File: src/rtl/dram_refresh_scheduler.sv
// -----------------------------------------------------------------------------
// dram_refresh_scheduler
//
// Purpose:
//   Sequences DRAM auto-refresh. Periodic refresh ticks are accumulated into a
//   count of refreshes owed. While host traffic is pending, refreshes are
//   postponed until the owed count reaches MAX_POSTPONE (urgent). When a
//   refresh is allowed, the scheduler requests the command bus, waits for the
//   command path to yield, issues one precharge-all, then one or more REFRESH
//   commands. It holds tRP between the precharge and the first REFRESH, and
//   tRFC after every REFRESH.
//
// Ports:
//   clk              in   clock
//   rst              in   synchronous active-high reset
//   refresh_tick     in   one-cycle pulse, one refresh owed per pulse
//   host_req_pending in   command path has queued read/write work
//   refresh_ack      in   command path has yielded the bus (used only in REQ)
//   refresh_req      out  scheduler requests or owns the command bus
//   cmd_prea         out  one-cycle precharge-all strobe
//   cmd_ref          out  one-cycle REFRESH strobe
//   ref_done         out  one-cycle pulse when a REFRESH's tRFC window expires
//   pending_cnt      out  refreshes owed (saturates at MAX_POSTPONE)
//   urgent           out  pending_cnt == MAX_POSTPONE
//   overflow_err     out  sticky: tick arrived while already saturated
//
// Every output is a flop. Next-state decisions are made from the registered
// pending_cnt/urgent, so a tick only influences scheduling one cycle after it
// has been counted.
// -----------------------------------------------------------------------------
module dram_refresh_scheduler #(
    parameter int MAX_POSTPONE = 8,
    parameter int T_RP         = 3,
    parameter int T_RFC        = 20,
    parameter int CNT_W        = 4
) (
    input  logic             clk,
    input  logic             rst,
    input  logic             refresh_tick,
    input  logic             host_req_pending,
    input  logic             refresh_ack,
    output logic             refresh_req,
    output logic             cmd_prea,
    output logic             cmd_ref,
    output logic             ref_done,
    output logic [CNT_W-1:0] pending_cnt,
    output logic             urgent,
    output logic             overflow_err
);

    // -------------------------------------------------------------------------
    // State encoding
    // -------------------------------------------------------------------------
    localparam logic [2:0] ST_IDLE     = 3'd0;
    localparam logic [2:0] ST_REQ      = 3'd1;
    localparam logic [2:0] ST_PRE      = 3'd2;
    localparam logic [2:0] ST_WAIT_RP  = 3'd3;
    localparam logic [2:0] ST_REF      = 3'd4;
    localparam logic [2:0] ST_WAIT_RFC = 3'd5;

    // Timer is wide enough for the longer of the two windows.
    localparam int T_MAX = (T_RP > T_RFC) ? T_RP : T_RFC;
    localparam int TMR_W = $clog2(T_MAX + 1);

    // The timer is loaded in the strobe cycle and the wait ends when it reads
    // 1, so the next command lands exactly T_x cycles after the strobe.
    localparam logic [TMR_W-1:0] RP_LOAD  = TMR_W'(T_RP - 1);
    localparam logic [TMR_W-1:0] RFC_LOAD = TMR_W'(T_RFC - 1);
    localparam logic [TMR_W-1:0] TMR_ONE  = TMR_W'(1);

    localparam logic [CNT_W-1:0] CNT_MAX  = CNT_W'(MAX_POSTPONE);
    localparam logic [CNT_W-1:0] CNT_ONE  = CNT_W'(1);

    // With a one-cycle window the wait state is skipped entirely.
    localparam logic RP_IS_ONE  = (T_RP == 1);
    localparam logic RFC_IS_ONE = (T_RFC == 1);

    // -------------------------------------------------------------------------
    // Registers
    // -------------------------------------------------------------------------
    logic [2:0]       state_q,        state_d;
    logic [TMR_W-1:0] timer_q,        timer_d;
    logic [CNT_W-1:0] pending_cnt_q,  pending_cnt_d;
    logic             urgent_q,       urgent_d;
    logic             overflow_q,     overflow_d;
    logic             refresh_req_q,  refresh_req_d;
    logic             cmd_prea_q,     cmd_prea_d;
    logic             cmd_ref_q,      cmd_ref_d;
    logic             ref_done_q,     ref_done_d;

    // -------------------------------------------------------------------------
    // Scheduling decision
    // -------------------------------------------------------------------------
    logic go;
    logic rp_expire;
    logic rfc_expire;

    // Refresh is allowed when something is owed and either the host is quiet
    // or the postponement budget is exhausted.
    assign go = (pending_cnt_q != '0) && (!host_req_pending || urgent_q);

    // Last cycle of the tRP window: next cycle issues REFRESH.
    assign rp_expire  = ((state_q == ST_PRE)      && RP_IS_ONE) ||
                        ((state_q == ST_WAIT_RP)  && (timer_q == TMR_ONE));

    // Last cycle of the tRFC window: next cycle carries ref_done and either a
    // burst REFRESH or the bus release.
    assign rfc_expire = ((state_q == ST_REF)      && RFC_IS_ONE) ||
                        ((state_q == ST_WAIT_RFC) && (timer_q == TMR_ONE));

    // -------------------------------------------------------------------------
    // FSM next-state and timer
    // -------------------------------------------------------------------------
    always_comb begin
        state_d    = state_q;
        timer_d    = timer_q;
        ref_done_d = 1'b0;

        case (state_q)
            ST_IDLE: begin
                if (go) begin
                    state_d = ST_REQ;
                end
            end

            // go is deliberately not re-checked here: once the bus has been
            // requested the sequence is committed until the command path yields.
            ST_REQ: begin
                if (refresh_ack) begin
                    state_d = ST_PRE;
                end
            end

            ST_PRE: begin
                timer_d = RP_LOAD;
                state_d = rp_expire ? ST_REF : ST_WAIT_RP;
            end

            ST_WAIT_RP: begin
                if (rp_expire) begin
                    state_d = ST_REF;
                end else begin
                    timer_d = timer_q - TMR_ONE;
                end
            end

            ST_REF: begin
                timer_d = RFC_LOAD;
                if (rfc_expire) begin
                    ref_done_d = 1'b1;
                    state_d    = go ? ST_REF : ST_IDLE;
                end else begin
                    state_d    = ST_WAIT_RFC;
                end
            end

            ST_WAIT_RFC: begin
                if (rfc_expire) begin
                    ref_done_d = 1'b1;
                    // Burst another REFRESH without a new precharge while the
                    // bus is still owned; otherwise release it.
                    state_d    = go ? ST_REF : ST_IDLE;
                end else begin
                    timer_d    = timer_q - TMR_ONE;
                end
            end

            default: begin
                state_d = ST_IDLE;
                timer_d = '0;
            end
        endcase
    end

    // Outputs are registered copies of the decoded next state, so each strobe
    // appears in the same cycle the FSM occupies the matching state.
    always_comb begin
        refresh_req_d = (state_d != ST_IDLE);
        cmd_prea_d    = (state_d == ST_PRE);
        cmd_ref_d     = (state_d == ST_REF);
    end

    // -------------------------------------------------------------------------
    // Owed-refresh counter
    // -------------------------------------------------------------------------
    // A tick and a REFRESH in the same cycle cancel. A tick that cannot be
    // counted because the counter is saturated is recorded as a sticky error.
    always_comb begin
        pending_cnt_d = pending_cnt_q;
        overflow_d    = overflow_q;

        if (refresh_tick && !cmd_ref_q) begin
            if (pending_cnt_q == CNT_MAX) begin
                overflow_d    = 1'b1;
            end else begin
                pending_cnt_d = pending_cnt_q + CNT_ONE;
            end
        end else if (cmd_ref_q && !refresh_tick) begin
            if (pending_cnt_q != '0) begin
                pending_cnt_d = pending_cnt_q - CNT_ONE;
            end
        end

        urgent_d = (pending_cnt_d == CNT_MAX);
    end

    // -------------------------------------------------------------------------
    // Sequential state
    // -------------------------------------------------------------------------
    always_ff @(posedge clk) begin
        if (rst) begin
            state_q       <= ST_IDLE;
            timer_q       <= '0;
            pending_cnt_q <= '0;
            urgent_q      <= 1'b0;
            overflow_q    <= 1'b0;
            refresh_req_q <= 1'b0;
            cmd_prea_q    <= 1'b0;
            cmd_ref_q     <= 1'b0;
            ref_done_q    <= 1'b0;
        end else begin
            state_q       <= state_d;
            timer_q       <= timer_d;
            pending_cnt_q <= pending_cnt_d;
            urgent_q      <= urgent_d;
            overflow_q    <= overflow_d;
            refresh_req_q <= refresh_req_d;
            cmd_prea_q    <= cmd_prea_d;
            cmd_ref_q     <= cmd_ref_d;
            ref_done_q    <= ref_done_d;
        end
    end

    assign refresh_req  = refresh_req_q;
    assign cmd_prea     = cmd_prea_q;
    assign cmd_ref      = cmd_ref_q;
    assign ref_done     = ref_done_q;
    assign pending_cnt  = pending_cnt_q;
    assign urgent       = urgent_q;
    assign overflow_err = overflow_q;

endmodule
File: config.mk
export PLATFORM = sky130hd
export DESIGN_NAME = dram_refresh_scheduler
export DESIGN_NICKNAME = d
export VERILOG_FILES = /design/src/rtl/dram_refresh_scheduler.sv
export SDC_FILE = /design/constraint.sdc
export NUM_CORES = 1
export LEC_CHECK = 0
export CORE_MARGIN = 1
export CORE_UTILIZATION = 28
export CTS_BUF_LIST = sky130_fd_sc_hd__clkbuf_8
export DETAILED_ROUTE_END_ITERATION = 8
export SYNTH_ARGS = -nofsm -noshare
export SYNTH_HDL_FRONTEND = slang
export SYNTH_SLANG_ARGS = --single-unit
File: constraint.sdc
create_clock -name clk -period 3.7 [get_ports clk]
set_clock_uncertainty 0.05 [all_clocks]
set_input_delay 0.555 -clock clk [delete_from_list [all_inputs] [get_ports clk]]
set_output_delay 0.555 -clock clk [all_outputs]
set_load 0.02 [all_outputs]
==> results, run 1 <==
- For this design, the sink count on the clock tree is 18.
- Headroom to the max-slew limit came out at 60.9%.
- The count of cells resized by post-cts repair is 0.
- The power density normalized to cell area is 373 nW/um^2.
- The total routing usage reported by global routing is 13.9%.
- Derived from the worst setup path, the maximum achievable clock frequency is 0.484 GHz.
- The layout filler cell count is 359.
- The final route contains 877 vias.
- The most used flip-flop cell after synthesis is sky130_fd_sc_hd__dfxtp_1.
- The routability congestion estimate from global placement is 0.837.
- The run finished with clean final reports.
- The count of nets after finishing is 141.
- In this run, CTS created clock tree buffers numbering 3.
- Global routing used 1.86% of the available met3 tracks.
- The first global-routing pass estimated 3950 um of wire.
- The number of DRC violations after detailed routing is 0.
- The netlist area before placement is 1010 sq um.
- The initial DRC count is 62.
- The number of cells produced by synthesis is 117.
- The placed wire-length estimate is 1690 um.
- The maximum vdd ir drop is 0.000154 V.
- Once detail routing completed, the nets flagged for antenna violations numbered 0.
- Of all nets on the critical path, the largest fanout is 6.
- Buffers placed on the I/O ports in this run total 14.
- The I/O pin count is 15.
- The path type of the worst setup path is reg2reg.
- The number of antenna diodes in the final layout is 0.
- The clock-pin transition on the worst setup and hold timing paths is 0.07 ns.
- In this run the number of H-tree levels came out at 1.
- Across the run, the number of max-cap violations was 0.
- Synthesis produced a netlist with a net count of 126.
- The area growth from synthesis to layout is 21.8%.
- The sum of routed wire length over all layers is 2240 um.
- The final-layout setup total negative slack is 0 ns.
- The layer flagged by global routing as most heavily used is met2.
- The multi-input combinational cells in the finished layout cover a total of 601 sq um.
- The post-route core utilization is 36.3%.
- Yosys mapped a number of flops with a built-in enable equal to 0.
- The analysis attributes to cell leakage a power of 0.445 nW.
- The synthesized design contains 18 register bits.
- Yosys mapped the design onto 44 distinct sky130hd cell types.
- By count the netlist is led by sky130_fd_sc_hd__dfxtp_1, sky130_fd_sc_hd__nor2_1, sky130_fd_sc_hd__inv_1.
- The worst setup path is launched from a flip-flop.
- The floorplan has 21 rows.
- The critical path arrival is 2.12 ns.
- In the synthesized netlist the async set-or-reset flop fraction comes to 0%.
- Clock tree synthesis selected as its root buffer the cell sky130_fd_sc_hd__clkbuf_8.
- After detailed routing, the number of vias per cell comes to 4.98.
- Sorting the synthesized cells by area gives the leading types as sky130_fd_sc_hd__dfxtp_1, sky130_fd_sc_hd__ha_1, sky130_fd_sc_hd__nor2_1, sky130_fd_sc_hd__a21oi_1, sky130_fd_sc_hd__o21ai_0.
- The die is 62.1 um wide.
- STA classifies the critical path endpoint as a flip-flop.
- The worst path required time is 3.76 ns.
- TritonCTS built the clock tree.
- Setup repair after global routing left no endpoint under its margin.
- The deepest clock path buffer count is 2.
- Global routing used 25.5% of the available met2 tracks.
- The fraction of final layout cells with drive strength greater than 1 is 6.92%.
- The die covers 3850 sq um.
- The post-synthesis average cell area is 8.63 sq um.
- The met1 layer usage reported by global route is 16.3%.
- The final global-route overflow total is 0.
- In this run the biggest area consumer among cell types represents 35.7% of the synthesized area.
- The clock period could shrink to 2.07 ns.
- The floorplan die height is 62.1 um.
- After detailed routing, the average wire length per cell comes to 12.7 um.
- The final setup violation count is 0.
- The core region is 3390 sq um.
- The area taken by flip-flops and latches is 360 sq um.
- In this run, post-CTS hold repair placed 0 buffers.
- The initial core utilization is 29.8%.
- The cell type contributing the most total cell area after synthesis is sky130_fd_sc_hd__dfxtp_1.
- The hold violation count in the final report is 0.
- The number of antenna violations at the first check in global routing came to 0.
- The worst hold path belongs to the class reg2reg.
- The fraction of the yosys area taken by sequential cells is 35.7%.
- In the finished design, the share of the clock period the worst path needs comes to 55.9%.
- The transition time at the pin with the least slew margin is 0.585 ns.
- The post-CTS setup buffer count is 0.
- The latest clock arrival within the worst-skew pair is 0.25 ns.
- The most frequently used cell type in the post-synthesis netlist is sky130_fd_sc_hd__dfxtp_1.
- The via count of the first global-routing pass is 893.
- The number of warning messages in the yosys log is 0.
- The max-slew violation total from the final report is 0.
- The pre-antenna-repair detailed-routing pass consisted of 4 iterations.
- The pin count of the biggest net entering global routing is 18.
[through the flow]
stage          hold slack [ns]  std cells  total power [W]  setup WS (ns)  cell area [sq um]
2_1_floorplan            0.488        117         0.000300           1.87               1010
3_3_place_gp             0.419        173         0.000328           1.51               1190
3_5_place_dp             0.469        173         0.000332           1.45               1190
4_1_cts                  0.486        176         0.000467           1.63               1230
5_1_grt                  0.522        176         0.000487           1.42               1230
6_report                 0.462        176         0.000459           1.63               1230
[final cells by class]
type | count | share of cell area, %
Clock buffer | 3 | 3.36
Inverter | 8 | 2.44
Multi-Input combinational cell | 87 | 48.8
Sequential cell | 18 | 29.3
Tap cell | 46 | 4.68
Timing Repair Buffer | 14 | 11.4
[logic make-up after synthesis]
family,synth area share (%)
and+or+nand+nor,25.8
xor gates and xnor gates,3.47
AOI/OAI and AO/OA,21.2
muxes,3.10
adders and majority gates,5.95
DFF,35.7
buffers and inverters,4.83
[worst paths after layout]
path                             start                   endpoint  slack (ns)  cells past startpoint
max          pending_cnt[0]$_SDFF_PP0_     refresh_req$_SDFF_PP0_        1.63                      7
min          overflow_err$_SDFFE_PP0P_  overflow_err$_SDFFE_PP0P_        0.46                      2
max reg2reg  pending_cnt[0]$_SDFF_PP0_     refresh_req$_SDFF_PP0_        1.63                      7
min reg2reg  overflow_err$_SDFFE_PP0P_  overflow_err$_SDFFE_PP0P_        0.46                      2
[worst max-delay path, cell delays in order (launching register included)]
cell and delay, ns:
sky130_fd_sc_hd__dfxtp_1 0.33, sky130_fd_sc_hd__inv_1 0.12, sky130_fd_sc_hd__ha_1 0.27, sky130_fd_sc_hd__or3b_1 0.43, sky130_fd_sc_hd__o21ai_0 0.25, sky130_fd_sc_hd__nand3_1 0.18, sky130_fd_sc_hd__a21boi_0 0.21, sky130_fd_sc_hd__a311oi_1 0.07
[per-layer routing]
metal	vias to the layer above	wire length, um	part of all wire (%)
li1	448	-	-
met1	409	1060	47
met2	18	1110	49
met3	2	57	2.5
met4	0	16	0.71
met5	-	0	0
[sequential cells by signal (all words and copies together), names as in the netlist]
signal	count
refresh_req	1
state_q	3
cmd_prea	1
overflow_err	1
timer_q	5
cmd_ref	1
urgent	1
ref_done	1
pending_cnt	4
[cell usage in the layout, fill, tap and decap left out, types with 3 or more instances in the layout]
cell	n
sky130_fd_sc_hd__inv_1	8
sky130_fd_sc_hd__nand3_1	4
sky130_fd_sc_hd__nand4_1	3
sky130_fd_sc_hd__ha_1	4
sky130_fd_sc_hd__clkdlybuf4s50_1	14
sky130_fd_sc_hd__nand3b_1	3
sky130_fd_sc_hd__nand2_1	5
sky130_fd_sc_hd__o21ai_0	7
sky130_fd_sc_hd__a21oi_1	7
sky130_fd_sc_hd__and2_1	3
sky130_fd_sc_hd__nor2_1	13
sky130_fd_sc_hd__dfxtp_1	18
sky130_fd_sc_hd__xnor2_1	3
sky130_fd_sc_hd__clkbuf_8	3
[where the power goes]
| group | switching (W) | internal [W] |
|---|---|---|
| Sequential | 0.0000169 | 0.000206 |
| Clock | 0.0000600 | 0.0000722 |
| Combinational | 0.0000547 | 0.0000489 |
| Total | 0.000132 | 0.000327 |
Note: power is estimated with default switching activity, not from simulation.
==> run 2: changes to the inputs <==
==> constraint.sdc (replaced) <==
create_clock -name clk -period 1.7 [get_ports clk]
set_clock_uncertainty 0.05 [all_clocks]
set_input_delay 0.255 -clock clk [delete_from_list [all_inputs] [get_ports clk]]
set_output_delay 0.255 -clock clk [all_outputs]
set_load 0.02 [all_outputs]
==> run 2 against run 1 <==
Effect of this change:
- first-iteration DRC count up 58%
- via count up 11%
- sequential power up 110%
- highest routed layer unchanged
- cell count up 9.7%
- non-clock buffer count up 17
- clock power up 120%
- power up 140%
- maximum frequency up 26%
- combinational power rose to 3.0 times the previous value
==> results, run 2 (same netlist as run 1, synthesis figures left out) <==
- The CTS tree is built.
- The flow ran to the end, and the final reports show no timing, DRC or antenna violations.
- Across the run, the number of max-cap violations was 0.
- The number of clock buffers added by TritonCTS is 3.
- The via count of the first global-routing pass is 992.
- The horizontal die dimension is 62.1 um.
- The met3 track utilization from global routing is 2.07%.
- The final setup violation count is 0.
- The average wire per standard cell is 13.2 um.
- The total routing usage reported by global routing is 14.9%.
- The max-slew violation total from the final report is 0.
- The worst pin sits at a relative slew slack of 76.3%.
- The path type of the worst setup path is reg2reg.
- The type of element capturing the critical path is a flip-flop.
- The first global-routing pass estimated 4150 um of wire.
- The via count is 975.
- The initial DRC count is 98.
- After global routing, the most crowded layer is met2.
- STA puts the critical path data arrival time at 1.74 ns.
- On the worst path, the slowest cell contributes a delay of 0.36 ns.
- The via-per-instance ratio is 5.05.
- The I/O pin count is 15.
- After floorplanning, the core was sized to cover 3390 sq um.
- In this run the power density over the cells is 768 nW/um^2.
- The register with the highest flop count is timer_q.
- The pin count of the biggest net entering global routing is 17.
- The buffer type at the clock tree root is sky130_fd_sc_hd__clkbuf_8.
- The fraction of final layout cells with drive strength greater than 1 is 25.9%.
- In this run the static leakage power is 0.557 nW.
- The die area is 3850 sq um.
- After layout, the worst path uses 96.4% of the clock period.
- The quantity of I/O buffers inserted on ports is 14.
- The number of antenna violations at the first check in global routing is 0.
- Power comes to 0.00108 W.
- The number of iterations in the first detailed-routing pass is 4.
- The row count is 21.
- Setup repair after global routing could not meet its margin everywhere.
- The routed design has 2540 um of wire.
- Along the worst path, the maximum fanout reaches 3.
- The tightest hold margin is 0.458 ns.
- For this run the aggregate overflow at the end of global routing stands at 0.
- CTS saw 18 sinks.
- Once detail routing completed, the nets flagged for antenna violations numbered 0.
- Leaving out fill and tap cells, the most frequent cell in the layout is sky130_fd_sc_hd__buf_4.
- The maximum vdd ir drop is 0.000346 V.
- For the worst setup path, the data required time is 1.80 ns.
- At the pin with the least slew margin, the transition time is 0.356 ns.
- The number of antenna cells inserted is 0.
- The slowest stage of the critical path belongs to the cell sky130_fd_sc_hd__dfxtp_1.
- Global routing used 27.8% of the available met2 tracks.
- The register with the most flip-flops in the layout has 5 of them.
- The top cell types in the final layout, fill and taps aside, are sky130_fd_sc_hd__buf_4, sky130_fd_sc_hd__dfxtp_1, sky130_fd_sc_hd__nor2_1, sky130_fd_sc_hd__clkdlybuf4s50_1, sky130_fd_sc_hd__a21oi_1.
- The area growth from synthesis to layout is 39.2%.
- The hold violation count in the final report is 0.
- The type of element launching the critical path is a flip-flop.
- The tightest min-delay check is of the reg2reg type.
- For this configuration, the core starts out at a cell density of 29.8%.
- Counting along the longest clock path gives a buffer depth of 2.
- The congestion estimate from routability-driven global placement came to 0.830.
- The critical path goes through inv_1, ha_1, nor3b_2, xnor2_1, a31o_1, a2111oi_2.
- After clock tree synthesis, the clock-pin slew on the worst setup and hold paths is 0.07 ns.
- In the routed design, unresolved DRC markers number 0.
- The met1 layer usage reported by global route is 16.4%.
- The floorplan die height is 62.1 um.
- The final layout contains 158 nets.
- The fmax is 0.610 GHz.
- The total number of H-tree levels is 1.
- The latest clock arrival within the worst-skew pair is 0.25 ns.
- For the finished layout, the period the worst path requires is 1.64 ns.
- Summed over all nets, the half-perimeter wirelength after detailed placement is 1880 um.
==> run 2: cell types whose count changed in the layout (fill, tap and decap cells not counted), sizes merged <==
cell / before / now
buf: 0 / 17
clkdlybuf4s50: 14 / 13
dlymetal6s2s: 0 / 1
==> run 2: worst paths after layout <==
check | start | end | slack, ns | cells past startpoint
setup / recovery | timer_q[1]$_SDFFE_PP0P_ | timer_q[4]$_SDFFE_PP0P_ | 0.06 | 6
hold / removal | overflow_err$_SDFFE_PP0P_ | overflow_err$_SDFFE_PP0P_ | 0.46 | 2
setup reg to reg | timer_q[1]$_SDFFE_PP0P_ | timer_q[4]$_SDFFE_PP0P_ | 0.06 | 6
hold reg to reg | overflow_err$_SDFFE_PP0P_ | overflow_err$_SDFFE_PP0P_ | 0.46 | 2
==> run 2: metal layers <==
metal / part of all wire (%) / vias up
met3: 2.7 / 2
met2: 52 / 20
li1: - / 482
met5: 0 / -
met4: 0.55 / 0
met1: 45 / 471
==> run 2: cell type report <==
class                      count  area, sq um
clock buffer                   3         41.3
timing repair buffer          31          270
sequential                    18          364
tap                           46         57.6
fill                         349         1980
inverter                       8         30.0
multi-input combinational     87          642
==> run 2: where the power goes <==
part | switching (W) | internal (W) | total, W
Combinational | 0.000156 | 0.000160 | 0.000316
Sequential | 0.0000230 | 0.000450 | 0.000473
Clock | 0.000133 | 0.000157 | 0.000290
==> run 2: worst max-delay path: cells and delay by family, from the launching register on <==
family          cells  cell delay, ns
xor+xnor            1            0.14
flops               1            0.36
fa+ha+maj           1            0.19
simple gates        1            0.16
buf+inv             1            0.08
compound gates      2            0.57
==> run 2: metrics by stage <==
stage	instance area (sq um)	setup WS [ns]	setup TNS [ns]	std cells	utilization (%)
after global placement	1330	-0.0915	-0.0915	190	39.3
after CTS	1370	0.00795	0	193	40.5
after global routing	1410	-0.0147	-0.0197	193	41.5
after detailed placement	1330	-0.138	-0.138	190	39.3
final	1410	0.0609	0	193	41.5
after floorplan	1030	0.00739	0	117	-
==> run 2: timing repair <==
action,in CTS,in global routing
gates resized for setup,1,9
hold buffers,0,0
endpoints found under the hold margin,0,0
buffers inserted,0,0
pin swaps,0,3
endpoints found under the setup margin,1,6
==> run 3: changes to the inputs <==
--- a/config.mk
+++ b/config.mk
@@ -5,10 +5,12 @@
 export SDC_FILE = /design/constraint.sdc
 export NUM_CORES = 1
 export LEC_CHECK = 0
+export CORE_ASPECT_RATIO = 1.2
 export CORE_MARGIN = 1
 export CORE_UTILIZATION = 28
 export CTS_BUF_LIST = sky130_fd_sc_hd__clkbuf_8
 export DETAILED_ROUTE_END_ITERATION = 8
+export REMOVE_ABC_BUFFERS = 1
 export SYNTH_ARGS = -nofsm -noshare
 export SYNTH_HDL_FRONTEND = slang
 export SYNTH_SLANG_ARGS = --single-unit
==> constraint.sdc (replaced) <==
create_clock -name clk -period 1.75 [get_ports clk]
set_clock_uncertainty 0.05 [all_clocks]
set_input_delay 0.2625 -clock clk [delete_from_list [all_inputs] [get_ports clk]]
set_output_delay 0.2625 -clock clk [all_outputs]
set_load 0.02 [all_outputs]
==> run 3 against run 2 <==
Effect of this change:
- the run now ends with design-rule violations left
- highest routed layer unchanged
- maximum frequency decreased by 1.6%
- via count decreased by 2.2%
- critical path type unchanged
- sequential power decreased by 3%
- utilization decreased by 0.11 points
==> results, run 3 (same netlist as run 1, synthesis figures left out) <==
- STA classifies the critical path startpoint as a flip-flop.
- The core region is 3400 sq um.
- The via count is 954.
- Relative to the synthesized area, the layout overhead comes to 39.0%.
- The average wire per standard cell is 13.3 um.
- In this run the count of I/O pins placed on the die edge is 15.
- Entering global routing, the biggest net connects 17 pins.
- The critical path is of the reg2reg type.
- The largest fanout on the critical path is 4.
- The startpoint of the lowest-slack register-to-register path is pending_cnt[0]$_SDFF_PP0_.
- The tool flagged a number of max-cap violations equal to 0.
- The register with the most flip-flops in the layout has 5 of them.
- Of the cells placed in the final design, the portion with a size suffix greater than 1 is 25.0%.
- The run finished, with violations left.
- The critical path arrival is 1.76 ns.
- The final worst-path cycle share is 95.2%.
- The number of antenna violations at the first check in global routing is 0.
- Buffers inserted to repair hold after CTS numbered 0.
- The count of clock tree sinks is 18.
- The worst path required time is 1.85 ns.
- Counting along the longest clock path gives a buffer depth of 2.
- At the pin with the least slew margin, the transition time is 0.355 ns.
- The post-route core utilization is 41.3%.
- The checks that failed: design-rule violations.
- The finished layout holds 185 standard cells, fillers aside.
- In this run the most critical hold path is launched from overflow_err$_SDFFE_PP0P_.
- The fmax is 0.600 GHz.
- The initial DRC count is 41.
- The max-slew violation total from the final report was 0.
- The placed wire-length estimate is 1820 um.
- The total routing usage reported by global routing is 13.9%.
- STA classifies the critical path endpoint as a flip-flop.
- VDD sags by at most 0.000317 V.
- The via count of the first global-routing pass is 957.
- In this run, CTS created clock tree buffers numbering 3.
- The number of nets with antenna violations after routing is 0.
- Leaving out fill and tap cells, the most frequent cell in the layout is sky130_fd_sc_hd__buf_4.
- The initialized floorplan defines 23 standard-cell rows.
- The number of antenna cells inserted is 0.
- Setup repair after global routing could not meet its margin everywhere.
- The floorplan die height is 67.8 um.
- After clock tree synthesis, the clock-pin slew on the worst setup and hold paths is 0.06 ns.
- Headroom to the max-slew limit came out at 76.3%.
- In this run the tool buffered the top-level ports with 14 buffer cells.
- The register with the highest flop count is timer_q.
- For this run, the post-layout net count is 159.
- The horizontal die dimension is 56.8 um.
- The die covers 3850 sq um.
- The number of iterations in the first detailed-routing pass is 6.
- Leaving out fill and tap cells, the most frequent cells in the layout are sky130_fd_sc_hd__buf_4, sky130_fd_sc_hd__dfxtp_1, sky130_fd_sc_hd__clkdlybuf4s50_1.
- The worst path in the final design needs a cycle of 1.67 ns, including I/O delays and setup.
- The routability congestion estimate from global placement is 0.798.
- The buffer type at the clock tree root is sky130_fd_sc_hd__clkbuf_8.
- Once the floorplan was initialized, standard cells occupied 29.7% of the core.
- The via-per-instance ratio is 5.16.
- The hold violation count in the final report is 0.
- The kind of path behind the tightest hold check is reg2reg.
- The leakage dissipation is 0.544 nW.
- The tightest hold path in the finished design has a slack of 0.435 ns.
- Power spread over the standard cell area amounts to 748 nW/um^2.
- The final setup violation count is 0.
- The number of DRC violations after detailed routing is 4.
- The sum of routed wire length over all layers is 2460 um.
- The launching element of the worst setup path is pending_cnt[0]$_SDFF_PP0_.
- CTS built an H-tree with a depth of 1.
- The final global-route overflow total is 0.
- The clock reaches the later pin of the worst-skew pair after 0.25 ns.
- The number of cells after detailed placement is 182.
- The CTS tree is built.
- The first global-routing pass estimated 4110 um of wire.
-- run 3: cell types whose count changed in the layout (fill, tap and decap cells not counted), moves of 2 or more --
cell / delta
sky130_fd_sc_hd__dfxtp_1: +2
sky130_fd_sc_hd__dfxtp_2: -3
sky130_fd_sc_hd__inv_1: +2
sky130_fd_sc_hd__inv_2: -2
sky130_fd_sc_hd__o21ai_1: -2
-- run 3: final cells by class --
cell class,instances,area (sq um)
Clock buffer,3,41.3
Tap cell,37,46.3
Inverter,8,30.0
Sequential cell,18,364
Fill cell,358,1990
Multi-Input combinational cell,87,647
Timing Repair Buffer,32,275
-- run 3: per-stage QoR --
step                power [W]  cell area [sq um]  setup TNS, ns  setup WS [ns]
floorplan            0.000626                991         -0.143        -0.0833
global placement     0.000742               1310        -0.0827        -0.0434
detailed placement   0.000749               1310         -0.246         -0.121
CTS                   0.00104               1360              0        0.00447
global route          0.00110               1400       -0.00653       -0.00653
finish                0.00105               1400              0         0.0843
-- run 3: worst paths after layout --
path	endpoint	slack, ns	depth (start not counted)
setup / recovery	urgent$_SDFF_PP0_	0.08	6
hold / removal	overflow_err$_SDFFE_PP0P_	0.43	2
setup reg to reg	urgent$_SDFF_PP0_	0.08	6
hold reg to reg	overflow_err$_SDFFE_PP0P_	0.43	2
-- run 3: critical path, cell delays in order, from the launching register on --
cell and delay (ns):
sky130_fd_sc_hd__dfxtp_1 0.31, sky130_fd_sc_hd__inv_1 0.08, sky130_fd_sc_hd__ha_2 0.19, sky130_fd_sc_hd__or3b_4 0.42
sky130_fd_sc_hd__a32oi_1 0.25, sky130_fd_sc_hd__o21ai_2 0.08, sky130_fd_sc_hd__and4_1 0.19
-- run 3: report_power, final --
group	internal [W]	total, W	switching, W
Sequential	0.000436	0.000458	0.0000225
Clock	0.000153	0.000284	0.000131
Combinational	0.000156	0.000308	0.000152
Total	0.000745	0.00105	0.000305
-- run 3: what timing repair did --
| item | 4_1_cts | 5_1_grt |
|---|---|---|
| endpoints found under the hold margin | 0 | 0 |
| gates resized for setup | 3 | 12 |
| endpoints found under the setup margin | 2 | 4 |
| pin swaps | 0 | 2 |
| buffers inserted | 0 | 0 |
-- run 3: routing by layer --
layer	wire (um)	vias to the layer above	part of all wire [%]	global-route usage, %
li1	-	483	-	-
met1	992	453	40	14.0
met2	1350	15	55	28.0
met3	79	3	3.2	2.11
met4	36	0	1.5	6.40
met5	0	-	0	0
==> patch: new RTL, config.mk and constraints of run 2 <==
The parameter `T_RFC` goes from 20 to 30.
--- a/src/rtl/dram_refresh_scheduler.sv
+++ b/src/rtl/dram_refresh_scheduler.sv
@@ -33,3 +33,3 @@
     parameter int T_RP         = 3,
-    parameter int T_RFC        = 20,
+    parameter int T_RFC        = 30,
     parameter int CNT_W        = 4
Formal check against the unedited RTL: same outputs for any inputs over 10 cycles, from zero or initial values and one cycle with rst high; that may be too few to reach the edited logic, so the function may still have changed.
==> patch against run 2 <==
Sequential share of layout area fell by 0.70 points; routed wire length rose by 3.0%; final cell count increased by 6.2%; power rose by 11%; combinational power up 10%; clock power grew 23%; sequential cell count stayed put; area after synthesis rose by 5.5%; worst setup slack got worse by 0.0083 ns; via count rose by 4.9%; final area is 2.8% higher; critical path type is now flip-flop to primary output; critical endpoint is now pending_cnt[0]; largest cell class unchanged; largest power group unchanged.
==> patch: results (changes against run 2) <==
[run_status]
outcome = finished clean

[setup_path]
rr_startpoint = pending_cnt[0]$_SDFF_PP0_
crit_end = pending_cnt[0]
worst-r2r-cell-count = 8  ; +2
path_delay_family = buffers and inverters
critPathMaxStageDelay_ns = 0.59  ; +0.23 ns
slowest_stage = clkdlybuf4s50_1
cp-startpoint = pending_cnt[0]$_SDFF_PP0_

[logic_synthesis]
synth-seq-area-share_pct = 33.8  ; -1.8 points
synthMuxAreaShare_pct = 0.940  ; -2.2 points
synth_area_sq_mm = 0.00106  ; +5.5%
synth_cell_types = 43  ; -2.3%
yosys-top-cells-count = dfxtp_1 (18), a21oi_1 (13), nand2_1 (11)
synth-adder-area-share_pct = 5.64  ; -0.31 points
synthCells = 132  ; +13%
synthXorXnorAreaFrac_pct = 4.00  ; +0.53 points
syn-num-nets = 141  ; +12%
synth_compound_area_share_pct = 20.7  ; -0.51 points

[pwr]
p_sw_uw = 367  ; +18%
p_sw_share_pct = 30.6  ; +1.7 points
peakVddDrop_v = 0.000467  ; +35%
clkPwrFrac_pct = 29.6  ; +2.7 points
p_comb_uw = 348  ; +10%

[grt]
grt_pass1_vias = 1014  ; +2.2%
grt_pass1_wl_microns = 4440  ; +7.2%
grt_max_degree = 19  ; +2
grt_usage_pct = 13.8  ; -1.1 points

[place]
gp_congestion = 0.844  ; +1.8%
place_area_sq_mm = 0.00134  ; +0.47%
dp_slack_ns = -0.211  ; -0.0729 ns

[final_layout]
fill_cells = 383  ; +9.7%
drive_gt1_share_pct = 24.8  ; -1.0 points
finalNonFillerCells = 205  ; +6.2%

[route]
viasPerCell = 4.99  ; -1.2%
wl_met2_microns = 1410  ; +6.5%
route.met3.wl_microns = 91  ; +34%
topRoutingLayerUsed = met3
wl_microns = 2610  ; +3.0%
drt_iter0_drc = 62  ; -37%

[sta]
whs_ns = 0.443  ; -0.0147 ns
slew_headroom_pct = 64.5  ; -12 points
post-route-period-util_pct = 96.9  ; +0.49 points

-- patch: cell families (layout without fill, tap and decap cells) --
group	Yosys count	count (layout)
AND/OR/NAND/NOR	52	52
AO/OA/AOI/OAI	35	35
flip-flops	18	18
buffers and inverters	17	42
adder cells (fa/ha/maj)	5	5
XOR/XNOR	4	4
multiplexers	1	1
-- patch: repair_timing --
action	in CTS	in global routing
setup endpoints to repair	3	6
gates resized for setup	3	10
pin swaps	0	3
-- patch: cell type report --
| type | count | area (sq um) | share of cell area [%] |
|---|---|---|---|
| sequential | 18 | 364 | 25.2 |
| timing repair buffer | 30 | 260 | 18.0 |
| inverter | 8 | 30.0 | 2.08 |
| tap | 48 | 60.1 | 4.16 |
| multi-input combinational | 97 | 674 | 46.7 |
| clock buffer | 4 | 55.1 | 3.81 |
-- patch: routing by layer --
layer,track usage [%],up-vias
li1,-,516
met5,0,-
met1,15.7,482
met2,26.1,25
met3,3.44,0
met4,1.70,0
